[config.mk]
export PLATFORM = sky130hd
export DESIGN_NAME = intr_ctrl
export DESIGN_NICKNAME = d
export VERILOG_FILES = /design/src/rtl/rat_intr_pkg.sv /design/src/rtl/irq_sync_edge.sv /design/src/rtl/intr_ctrl.sv
export SDC_FILE = /design/constraint.sdc
export NUM_CORES = 1
export LEC_CHECK = 0
export BUFFER_PORTS_ARGS = -buffer_cell sky130_fd_sc_hd__buf_2
export CELL_PAD_IN_SITES_DETAIL_PLACEMENT = 1
export CELL_PAD_IN_SITES_GLOBAL_PLACEMENT = 1
export CORE_ASPECT_RATIO = 1.25
export CORE_MARGIN = 2
export CORE_UTILIZATION = 43
export CTS_CLUSTER_SIZE = 16
export DETAILED_ROUTE_END_ITERATION = 8
export HOLD_SLACK_MARGIN = 0.08
export PLACE_DENSITY_LB_ADDON = 0.1
export SYNTH_ARGS = -nofsm -noshare
export SYNTH_HDL_FRONTEND = slang
export SYNTH_HIERARCHICAL = 1
export SYNTH_SLANG_ARGS = --single-unit
[constraint.sdc]
create_clock -name clk -period 2.36 [get_ports clk]
set_clock_uncertainty 0.1 [all_clocks]
set_input_delay 0.118 -clock clk [delete_from_list [all_inputs] [get_ports clk]]
set_output_delay 0.118 -clock clk [all_outputs]
set_load 0.005 [all_outputs]
[src/rtl/rat_intr_pkg.sv]
// Shared definitions for the interrupt controller: FSM states, I/O port offsets
// and the number of interrupt sources.
package rat_intr_pkg;

    localparam int NUM_IRQ = 8;
    localparam int VEC_W   = $clog2(NUM_IRQ);

    localparam logic [7:0] MASK_OFS = 8'd0;
    localparam logic [7:0] PEND_OFS = 8'd1;
    localparam logic [7:0] VEC_OFS  = 8'd2;

    typedef enum logic [1:0] {
        IDLE    = 2'd0,
        REQ     = 2'd1,
        SERVICE = 2'd2
    } intr_state_t;

endpackage

[src/rtl/irq_sync_edge.sv]
// Per-bit two-flop synchronizer followed by a third flop that turns a
// synchronized low-to-high transition into a one-cycle pulse.
module irq_sync_edge #(
    parameter int WIDTH = 8
) (
    input  logic             clk,
    input  logic             reset_n,
    input  logic [WIDTH-1:0] async_in,
    output logic [WIDTH-1:0] rise
);

    logic [WIDTH-1:0] meta;
    logic [WIDTH-1:0] sync;
    logic [WIDTH-1:0] prev;

    always_ff @(posedge clk) begin
        if (!reset_n) begin
            meta <= '0;
            sync <= '0;
            prev <= '0;
        end else begin
            meta <= async_in;
            sync <= meta;
            prev <= sync;
        end
    end

    assign rise = sync & ~prev;

endmodule

[src/rtl/intr_ctrl.sv]
// Prioritised, non-nesting interrupt controller with MCU-visible mask, pending
// (write-1-to-clear) and vector ports.
module intr_ctrl
    import rat_intr_pkg::*;
#(
    parameter logic [7:0] BASE_PORT = 8'h30
) (
    input  logic               clk,
    input  logic               reset_n,
    input  logic [NUM_IRQ-1:0] irq,
    input  logic [7:0]         port_id,
    input  logic [7:0]         out_port,
    input  logic               io_strb,
    output logic [7:0]         in_port,
    output logic               int_req,
    input  logic               int_ack,
    input  logic               int_eoi,
    output logic [VEC_W-1:0]   vector
);

    localparam logic [7:0] MASK_ADDR = BASE_PORT + MASK_OFS;
    localparam logic [7:0] PEND_ADDR = BASE_PORT + PEND_OFS;
    localparam logic [7:0] VEC_ADDR  = BASE_PORT + VEC_OFS;

    intr_state_t        state;
    intr_state_t        state_nxt;
    logic [NUM_IRQ-1:0] mask;
    logic [NUM_IRQ-1:0] pend;
    logic [NUM_IRQ-1:0] pend_nxt;
    logic [NUM_IRQ-1:0] rise;
    logic [NUM_IRQ-1:0] armed;
    logic [NUM_IRQ-1:0] ack_clr;
    logic [NUM_IRQ-1:0] sw_clr;
    logic [VEC_W-1:0]   first_idx;
    logic [VEC_W-1:0]   vector_nxt;
    logic               int_req_nxt;

    irq_sync_edge #(.WIDTH(NUM_IRQ)) u_sync (
        .clk      (clk),
        .reset_n  (reset_n),
        .async_in (irq),
        .rise     (rise)
    );

    assign armed = pend & mask;

    // Bit 0 has the highest priority, so scan downwards and keep the last hit.
    always_comb begin
        first_idx = '0;
        for (int i = NUM_IRQ - 1; i >= 0; i--) begin
            if (armed[i]) first_idx = VEC_W'(i);
        end
    end

    always_comb begin
        state_nxt   = state;
        vector_nxt  = vector;
        int_req_nxt = 1'b0;
        ack_clr     = '0;
        case (state)
            IDLE: begin
                if (|armed) begin
                    state_nxt   = REQ;
                    vector_nxt  = first_idx;
                    int_req_nxt = 1'b1;
                end
            end
            REQ: begin
                int_req_nxt = 1'b1;
                if (int_ack) begin
                    state_nxt        = SERVICE;
                    int_req_nxt      = 1'b0;
                    ack_clr[vector]  = 1'b1;
                end
            end
            SERVICE: begin
                if (int_eoi) state_nxt = IDLE;
            end
            default: state_nxt = IDLE;
        endcase
    end

    // A fresh edge overrides any clear aimed at the same bit in this cycle.
    assign sw_clr   = (io_strb && port_id == PEND_ADDR) ? out_port : '0;
    assign pend_nxt = (pend & ~(sw_clr | ack_clr)) | rise;

    always_ff @(posedge clk) begin
        if (!reset_n) begin
            state   <= IDLE;
            mask    <= '0;
            pend    <= '0;
            vector  <= '0;
            int_req <= 1'b0;
        end else begin
            state   <= state_nxt;
            pend    <= pend_nxt;
            vector  <= vector_nxt;
            int_req <= int_req_nxt;
            if (io_strb && port_id == MASK_ADDR) mask <= out_port;
        end
    end

    always_comb begin
        in_port = '0;
        if (port_id == MASK_ADDR)      in_port = mask;
        else if (port_id == PEND_ADDR) in_port = pend;
        else if (port_id == VEC_ADDR)  in_port = {{(8 - VEC_W){1'b0}}, vector};
    end

endmodule

# Yosys cells after proc, flatten, opt, wreduce, memory -nomap -nowiden
# Index checks and enable logic that the tools add are counted.
[word_totals]
input_bits = 29
output_inout_bits = 12
reg_bits = 46
wordCells = 55
[op_classes]
eq_ne = 8
mux = 23
bitwise_logic = 7
n_lt_le_gt_ge = 2
reduce_logical = 7
[ops]
columns = ["operator", "n"]
rows = [
  ["$mux W8", 5],
  ["$mux W3", 9],
  ["$and A8 B8 Y8", 3],
  ["$eq A8 B6 Y1 const B", 3],
  ["$not A8 Y8", 2],
  ["$or A8 B8 Y8", 2],
  ["$reduce_or A8 Y1", 1],
  ["$mux W2", 3],
  ["$ne A2 B2 Y1 const B", 3],
  ["$pmux W2 S3", 1],
  ["$lt A3 B4 Y1 const B", 1],
  ["$demux W1 S3", 1],
  ["$ge A3 B1 Y1 const B", 1],
  ["$logic_and A1 B1 Y1", 3],
  ["$mux W1", 3],
  ["$reduce_and A3 Y1", 1],
  ["$eq A2 B1 Y1 const B", 1],
  ["$eq A2 B2 Y1 const B", 1],
  ["$logic_not A2 Y1", 1],
  ["$pmux W1 S2", 1],
  ["$reduce_and A2 Y1", 1],
]

# Depth between registers and ports, before layout
# Gate-level depths: netlist of run 1.
[logic_depth]
ltp_word = 10
depth_mapped = 5
depth_no_buf = 4

# Cells and area by module
# Netlist of run 1, hierarchy kept.
[modules_own_cells]
columns = ["module", "seq_area_each_um2", "area_each_um2", "cells_per_inst", "n_inst"]
rows = [
  ["intr_ctrl", 440.4, 1229.9, 148, 1],
  ["irq_sync_edge", 480.5, 714.4, 58, 1],
]

# Least setup slack after synthesis of run 1
# OpenSTA, ideal clock, no wires.
[synth_timing]
path_kind = "register to register"
from = "register vector[0]"
to = "register pend[0]"
setup_time_ns = 0.115
t_arrival_ns = 1.191
setup_slack_ns = 0.955
stages_incl_launch_ff = 5
t_required_ns = 2.145
path_buffers = 0
cell_sequence = "dfxtp_1 > or3b_2 > o21ai_0 > a31oi_1 > o21a_1"
[synth_between]
elab_chain_cells = 10
[synth_lines]
columns = ["item", "line_no", "source"]
rows = [
  ["start: declaration", "intr_ctrl.sv:18", "output logic [VEC_W-1:0] vector"],
  ["start signal: assignment", "intr_ctrl.sv:97", "vector <= vector_nxt;"],
  ["$lt A3 B4 Y1 (not written as such) / $ge A3 B1 Y1 (equally long branches)", "intr_ctrl.sv:73", "ack_clr[vector] = 1'b1;"],
  ["$logic_and A1 B1 Y1 (not written as such)", "intr_ctrl.sv:73", ""],
  ["$mux W1 (not written as such)", "intr_ctrl.sv:73", ""],
  ["$demux W1 S3 *", "intr_ctrl.sv:73", ""],
  ["$mux W8 *", "intr_ctrl.sv:70", "if (int_ack) begin"],
  ["$mux W8 *", "intr_ctrl.sv:60", "case (state)"],
  ["$or A8 B8 Y8 *", "intr_ctrl.sv:85", "assign pend_nxt = (pend & ~(sw_clr | ack_clr)) | rise;"],
  ["$not A8 Y8 *", "intr_ctrl.sv:85", ""],
  ["$and A8 B8 Y8 *", "intr_ctrl.sv:85", ""],
  ["$or A8 B8 Y8 *", "intr_ctrl.sv:85", ""],
  ["end signal: assignment", "intr_ctrl.sv:96", "pend <= pend_nxt;"],
  ["end: declaration", "intr_ctrl.sv:28", "logic [NUM_IRQ-1:0] pend;"],
]
# Every way passes the cells marked *; elsewhere a longest branch is shown, timed or not.
# A chain may end at the register's enable or synchronous reset.

# Worst setup path in the final report of run 1
[layout_timing]
from = "register state[0]"
to = "register state[1]"
[layout_between]
elab_chain_cells = 3
[layout_lines]
columns = ["item", "line_no", "source"]
rows = [
  ["start: declaration", "intr_ctrl.sv:25", "intr_state_t state;"],
  ["start signal: assignment", "intr_ctrl.sv:95", "state <= state_nxt;"],
  ["$eq A2 B2 Y1 (tied with other cells)", "intr_ctrl.sv:60", ""],
  ["$ne A2 B2 Y1 (no line)", "--", ""],
  ["$reduce_and A3 Y1 (no line)", "--", ""],
]
# Several ways; a longest one is shown, not always the timed one.

==> results.md, run 1 <==
- Synth Flop Type: dfxtp_1
- Io pins: 41
- Mapped cell area: 0.00194 sq mm
- Global-route wire length before repair: 7430 um
- Drt wl/cell: 13.6 um
- Core area: 0.00439 sq mm
- CTS Buf Count: 5
- Clock Power Share: 33.3%
- Initial Util: 44.3%
- Clk root buf: clkbuf_8
- Crit Path Class: flop to flop
- H-tree Lvls: 2
- Yosys cell types: 33
- CTS tree: done
- # clock sinks: 46
- Die Y-Extent: 79.2 um
- Post-Route WL: 4380 um
- Clk Latency, worst-skew pair: 300 ps
- Min cycle time layout: 1920 ps
- Crit path capture type: flop
- Asr flop ratio synth: 0%
- Nets: 293
- ANT nets after route: 0
- Number of synthesized flops with an enable pin: 0
- Met1 Track Usage GR: 21.9%
- Largest net degree at the start of global routing: 55
- Post-layout instance area: 0.00244 sq mm
- Max IR drop VDD: 0.470 mV
- Post-Syn Instances: 206
- Antenna violations before repair: 0
- Fmax: 0.520 GHz
- Slew @ Worst Pin: 784 ps
- Type of the worst min-delay path: input port to flop
- Critical path launch point type: flop
- Die Wd: 64.1 um
- Initial DRC Count: 43
- DR DRC count: 0
- Unrepaired setup endpoints after global routing: false
- Met3 Usage GRT: 4.11%
- Buffer depth of the longest clock path: 2
- Sequential share of the synthesized area: 47.4%
- DR pass1 iterations: 4
- Row cnt: 27
- CP max FO: 10
- Syn_area_per_cell: 9.44 sq um
- RD Place Congestion: 0.790
- Required @ worst endpoint: 2500 ps
- Post-cts gate resize count: 0
- Post-DP Area: 0.00216 sq mm
- P&R area growth vs syn: 25.4%
- Vias: 1651
- Sw Ratio: 23.4%
- Synth top area cells: dfxtp_1, and2_1, mux2i_1, o21ai_0, and2_2
- Max Cap Viol: 0
- Max-slew headroom: 47.3%
- Synth top area share: 47.4%
- Yosys top cell by area: dfxtp_1
- Ratio of cells with drive above 1 in the final layout: 25.4%
- Syn nets: 235
- TNS Setup: 0 ps
- Drt via density: 5.13
- Leakage: 0.000990 uW
- Ys Warns: 6
- Setup bufs post-CTS: 0
- GR met2 Demand/Resource: 33.3%
- ANT cells: 0
- Internal power: 1070 uW
- Worst-path clk slew: 90 ps
- PortBufs: 40
- Final Hold Viols: 0
- Period utilization: 81.5%
- Total grt overflow: 0
- Die ar.: 0.00508 sq mm
- Power per cell area: 573 mW/mm^2
- Vias in the first global route: 1657
- Register bit total from synthesis: 46
- Comb power frac: 8.5%
- CP Data Arrival Time: 2060 ps
- Status: completed
- Final slew viol count: 0
- Proportion of power drawn by flip-flops and latches: 58.2%
- All-Layer GR Usage: 19.0%
- Sw Pwr: 327 uW
- Global route hottest layer: met2
- Final HPWL DP: 2950 um
- Final setup vio count: 0
==> power groups by stage <==
stage	Sequential (uW)	Combinational, uW	Clock [uW]
floorplan	825	60.2	0
global placement	830	94.7	0
detailed placement	830	96.2	0
CTS	812	119	477
global route	815	132	504
finish	812	119	465
==> timing repair <==
action	in CTS	in global routing
hold buffers	19	0
endpoints found under the setup margin	0	0
hold endpoints to repair	20	0
==> cells in the mapped netlist, types with 4 or more instances <==
cell type,count
a21oi_1,9
a22oi_1,4
a31oi_1,8
and2_1,16
and2_2,9
dfxtp_1,46
mux2i_1,8
nand2_1,14
nand3_1,9
nand3b_1,4
nor2_1,14
nor2b_1,9
nor3b_1,4
o21a_1,8
o21ai_0,15
==> area by class of cell <==
cell class | instances | area [sq um]
Timing Repair Buffer | 60 | 398
Fill cell | 524 | 1950
Sequential cell | 46 | 921
Tap cell | 58 | 72.6
Multi-Input combinational cell | 151 | 963
Clock inverter | 2 | 15.0
Clock buffer | 5 | 68.8
==> path summary, 6_finish.rpt <==
kind,cells past startpoint,from,slack (ps),end
max,3,state[0],440,state[1]
min,3,port_id[1],160,mask[3]
max reg2reg,3,state[0],440,state[1]
min reg2reg,1,u_sync/meta[6],340,u_sync/sync[6]
==> cell usage in the layout (no fill, tap or decap), drive strengths merged, types with 9 or more instances in the layout <==
cell type and n:
a21oi 9, and2 25, buf 41, dfxtp 46
dlygate4sd3 19, nand2 14, nand3 9, nor2 14
nor2b 9, o21ai 18
==> layer usage <==
layer,vias to the layer above,share of wire (%)
met5,-,0
met4,0,2.1
met3,8,3.8
met2,37,50
met1,774,44
li1,832,-
==> logic make-up after synthesis <==
| logic type | after synthesis | synth area share [%] |
|---|---|---|
| AND/OR/NAND/NOR | 92 | 29.1 |
| flip-flops | 46 | 47.4 |
| multiplexers | 8 | 4.12 |
| buffers and inverters | 9 | 3.09 |
| AO/OA/AOI/OAI | 51 | 16.3 |
==> stage by stage <==
step                      std cells  total power (uW)  hold slack, ps  utilization [%]  worst slack [ps]
after detailed placement        296               926             223             49.3               701
after global placement          296               924             219             49.3               751
after CTS                       322              1410             165             55.5               564
after global routing            322              1450             196             55.5               395
final                           322              1400             162             55.5               437
after floorplan                 206               886             140                -               955
==> flip-flops by register name, summed over array words and instances, names as in the netlist <==
register and flops:
pend 8, mask 8, u_sync/sync 8, u_sync/meta 8, vector 3, state 2, u_sync/prev 8, int_req 1
==> worst max-delay path, cell delays in order, from the launching register on <==
cell,delay [ps]
dfxtp_1,420
or3b_2,490
a21boi_0,240
dlygate4sd3_1,610
(Power assumes the default switching activity.)
==> inputs of run 2 (changes only) <==
- CORE_UTILIZATION: 43 -> 36
- clock period: 2.36 -> 1.6 ns (I/O delays scaled with it)
==> results.md, run 2 (synthesis results as in run 1) <==
- Max Cap Viol: 0 (unchanged)
- Nets: 309 (+5.5%)
- FF-to-FF path depth: 4 (+1)
- Initial Util: 37.7% (-6.5 points)
- H-tree Lvls: 2 (unchanged)
- PortBufs: 40 (unchanged)
- DR pass1 iterations: 4 (unchanged)
- Worst Setup EP: pend[1]
- Clock Power Share: 38.3% (+5.0 points)
- Proportion of power drawn by flip-flops and latches: 53.3% (-4.9 points)
- Commonest non-fill, non-tap cell in the layout: dfxtp_1
- Drt via density: 4.95 (-3.4%)
- Min cycle time layout: 1500 ps (-420 ps)
- Period utilization: 94.0% (+12 points)
- FF-to-FF setup slack: 100 ps (-340 ps)
- Type of the worst min-delay path: input port to flop
- TNS Setup: 0 ps (unchanged)
- Initial DRC Count: 46 (+7.0%)
- RD Place Congestion: 0.730 (-7.6%)
- WHS: 220 ps (+58.2 ps)
- Final Hold Viols: 0 (unchanged)
- Die ar.: 0.00601 sq mm (+18%)
- Buffer depth of the longest clock path: 2 (unchanged)
- Die Y-Extent: 86.2 um (+8.8%)
- Comb power frac: 8.4% (about the same)
- Status: completed
- CP max FO: 8 (-2)
- Slew @ Worst Pin: 334 ps (-451 ps)
- ANT nets after route: 0 (unchanged)
- Vias in the first global route: 1767 (+6.6%)
- CTS Buf Count: 5 (unchanged)
- Required @ worst endpoint: 1710 ps (-790 ps)
- CP Data Arrival Time: 1610 ps (-450 ps)
- Antenna violations before repair: 0 (unchanged)
- CTS tree: done
- Die Wd: 69.7 um (+8.7%)
- Worst Setup SP: state[0]
- P&R area growth vs syn: 34.6%
- Clk Latency, worst-skew pair: 300 ps (about the same)
- Final HPWL DP: 3340 um (+13%)
- Ratio of cells with drive above 1 in the final layout: 28.8% (+3.4 points)
- All-Layer GR Usage: 17.5% (-1.5 points)
- Leakage: 0.00109 uW (+9.7%)
- Drt wl/cell: 14.0 um (+3.2%)
- # clock sinks: 46 (unchanged)
- Post-Route WL: 4820 um (+10%)
- Internal power: 1750 uW (+64%)
- Worst-path clk slew: 80 ps (about the same)
- Max-slew headroom: 77.8% (+30 points)
- Largest net degree at the start of global routing: 44 (-20%)
- Crit path capture type: flop
- Fmax: 0.665 GHz (+28%)
- Global-route wire length before repair: 8310 um (+12%)
- Critical R2R Launch: state[0]
- Core area: 0.00515 sq mm (+17%)
- Final setup vio count: 0 (unchanged)
- Power per cell area: 857 mW/mm^2 (+50%)
- Io pins: 41 (unchanged)
- Unrepaired setup endpoints after global routing: false
- Sw Ratio: 21.8% (-1.6 points)
- Clk root buf: clkbuf_8
- R2r endpoint: pend[1]
- Sw Pwr: 488 uW (+49%)
- Vias: 1704 (+3.2%)
- Max IR drop VDD: 0.604 mV (+28%)
- DR DRC count: 0 (unchanged)
- Final slew viol count: 0 (unchanged)
- Row cnt: 29 (+7.4%)
- Commonest non-fill, non-tap cells in the layout: dfxtp_1, buf_2, dlygate4sd3_1, and2_1
- Total grt overflow: 0 (unchanged)
- Critical path launch point type: flop
- Crit Path Class: flop to flop
## run 2: changes by cell type in the layout (fill, tap and decap cells not counted), sizes merged
| cell | before | now |
|---|---|---|
| clkbuf | 5 | 6 |
| clkinvlp | 2 | 1 |
| buf | 41 | 55 |
| diode | 0 | 1 |
| dlygate4sd3 | 19 | 21 |
| bufinv | 0 | 1 |
## run 2: stage by stage
step	worst slack (ps)	utilization, %	total power, uW	cell area, sq um	cells
3_5_place_dp	134	43.8	1380	2260	310
3_3_place_gp	163	43.8	1370	2260	310
6_report	96.8	50.8	2240	2620	344
4_1_cts	44.6	50.0	2270	2580	339
2_1_floorplan	195	-	1310	1940	206
5_1_grt	9.06	50.7	2340	2610	343
## run 2: worst min path at each step
stage	from	to	slack (ps)	cells after the start
CTS	port_id[1]	mask[3]	270	4
detailed placement	irq[4]	u_sync/meta[4]	190	2
global placement	irq[4]	u_sync/meta[4]	180	2
finish	port_id[1]	mask[2]	220	4
global route	port_id[1]	mask[2]	250	4
floorplan	irq[4]	u_sync/meta[4]	100	1
## run 2: timing repair
action	CTS	global route
buffers inserted	0	4
endpoints found under the setup margin	0	6
resized for setup	0	5
hold buffers	21	0
hold endpoints to repair	29	0
## run 2: final cells by class
type	instances	area (sq um)
antenna	1	2.50
clock buffer	6	72.6
clock inverter	2	37.5
fill	616	2540
multi-input combinational	151	966
sequential	46	921
tap	62	77.6
timing repair buffer	76	539
## run 2: power by group through the flow
stage / registers, uW / clock network [uW] / logic, uW
after CTS: 1200 / 889 / 188
after global placement: 1220 / 0 / 150
after global routing: 1200 / 932 / 211
after floorplan: 1220 / 0 / 88.8
final: 1200 / 858 / 189
after detailed placement: 1220 / 0 / 153
## run 2: layer usage
metal	wire, um	share of wire [%]	GRT usage, %	vias to the layer above
li1	-	-	-	868
met1	2150	45	20.5	791
met2	2420	50	31.6	39
met3	181	3.8	4.00	6
met4	75	1.6	5.77	0
met5	0	0	0	-
## run 2: critical path, cell delays in order (launching register included)
cell	delay [ps]
dfxtp_1	460
or3b_1	400
o21ai_0	210
a31oi_1	60
o21a_1	170
==> inputs of run 3 (changes only) <==
- CORE_MARGIN: 2 -> default
==> results.md, run 3 (synthesis results as in run 1) <==
- Drt wl/cell: 13.7 um (-2.2%)
- CP Data Arrival Time: 1590 ps (-20 ps)
- Max-slew headroom: 77.7% (about the same)
- Buffer depth of the longest clock path: 2 (unchanged)
- ANT cells: 0 (-1)
- Crit path capture type: flop
- Status: completed
- Io pins: 41 (unchanged)
- Final slew viol count: 0 (unchanged)
- Drt via density: 4.93 (-0.43%)
- Crit Path Class: flop to flop
- ANT nets after route: 0 (unchanged)
- Min cycle time layout: 1500 ps (-0.948 ps)
- R2r endpoint: pend[0]
- Worst-path clk slew: 80 ps (about the same)
- Die Y-Extent: 84.2 um (-2.3%)
- Commonest non-fill, non-tap cells in the layout: dfxtp_1, buf_2, dlygate4sd3_1, and2_1
- Vias: 1672 (-1.9%)
- DR DRC count: 0 (unchanged)
- Period utilization: 93.9% (about the same)
- Antenna violations before repair: 0 (unchanged)
- PortBufs: 40 (unchanged)
- Die Wd: 67.7 um (-2.9%)
- Initial Util: 37.7% (unchanged)
- Required @ worst endpoint: 1690 ps (-20 ps)
- Post-DP Area: 0.00227 sq mm (+0.67%)
- Type of the worst min-delay path: input port to flop
- Initial DRC Count: 26 (-43%)
- Worst Setup EP: pend[0]
- # clock sinks: 46 (unchanged)
- Total grt overflow: 0 (unchanged)
- Unrepaired setup endpoints after global routing: false
- Power per cell area: 864 mW/mm^2 (+0.81%)
- Critical path launch point type: flop
- Clk root buf: clkbuf_8
- CTS Buf Count: 5 (unchanged)
- RD Place Congestion: 0.776 (+6.3%)
- Worst Setup SP: vector[0]
- All-Layer GR Usage: 18.4% (+0.90 points)
- Slew @ Worst Pin: 334 ps (+0.290 ps)
- Post-layout instance area: 0.00257 sq mm (-1.7%)
- Ratio of cells with drive above 1 in the final layout: 28.5% (-0.31 points)
- Critical R2R Launch: vector[0]
- Max Cap Viol: 0 (unchanged)
- TNS Setup: 0 ps (unchanged)
- Max IR drop VDD: 0.585 mV (-3.1%)
- Row cnt: 29 (unchanged)
- Largest net degree at the start of global routing: 40 (-9.1%)
- Leakage: 0.00107 uW (-1.5%)
- Global-route wire length before repair: 7910 um (-4.8%)
- Post-Route WL: 4650 um (-3.7%)
- DR pass1 iterations: 4 (unchanged)
- Fmax: 0.666 GHz (about the same)
- Vias in the first global route: 1760 (-0.40%)
- CTS tree: done
- Commonest non-fill, non-tap cell in the layout: dfxtp_1
- P&R area growth vs syn: 32.3%
- Final Hold Viols: 0 (unchanged)
- H-tree Lvls: 2 (unchanged)
- FF-to-FF path depth: 4 (unchanged)
- Clk Latency, worst-skew pair: 290 ps (about the same)
- Nets: 305 (-1.3%)
- Final setup vio count: 0 (unchanged)
- CP max FO: 4 (-4)
- Final HPWL DP: 3370 um (+0.98%)
- Die ar.: 0.00570 sq mm (-5.1%)
- FF-to-FF setup slack: 100 ps (about the same)
- Core area: 0.00515 sq mm (unchanged)
- Setup bufs post-CTS: 0 (unchanged)
## run 3: cell types whose count changed in the layout (fill, tap and decap cells not counted), sizes merged
cell / previous run / this run
dlygate4sd3: 21 / 19
buf: 55 / 53
diode: 1 / 0
## run 3: worst min-delay path by stage
stage	slack, ps	startpoint	depth (start not counted)	end
2_1_floorplan	100	irq[4]	1	u_sync/meta[4]
3_3_place_gp	180	irq[4]	2	u_sync/meta[4]
3_5_place_dp	190	irq[2]	2	u_sync/meta[2]
4_1_cts	270	port_id[1]	4	mask[3]
5_1_grt	300	port_id[1]	4	mask[3]
6_report	280	port_id[1]	4	mask[3]
## run 3: layout make-up
cell class | count | area, sq um
tap | 62 | 77.6
clock inverter | 2 | 37.5
clock buffer | 6 | 72.6
timing repair buffer | 72 | 500
multi-input combinational | 151 | 963
sequential | 46 | 921
fill | 627 | 2580
## run 3: critical path: stages (launching register included)
cell and delay (ps):
dfxtp_1 310, or3b_2 520, o21ai_0 230, a31oi_1 60, o21a_1 180
## run 3: stage by stage
stage	instances	setup WS (ps)	power (uW)	util (%)	hold slack (ps)
finish	339	97.7	2220	49.9	276
global route	339	0.0795	2330	49.9	298
CTS	339	73.1	2260	49.9	274
detailed placement	312	155	1380	44.1	190
global placement	312	178	1370	44.1	184
floorplan	206	195	1310	-	102
## run 3: power breakdown
part	leakage, uW	internal [uW]	switching (uW)
registers	0.000376	1180	16.8
logic	0.000642	110	79.5
clock network	0.0000514	466	372
total	0.00107	1760	468
## run 3: repair_timing
item                       CTS  global route
setup endpoints to repair    0             1
hold endpoints to repair    27             0
hold buffers                19             0
resized for setup            0             1
## run 3: per-layer routing
layer  track usage (%)  share of wire (%)  up-vias
li1                  -                  -      861
met1              22.0                 44      769
met2              32.5                 52       38
met3              3.67                3.7        4
met4              4.64               0.75        0
met5                 0                  0        -
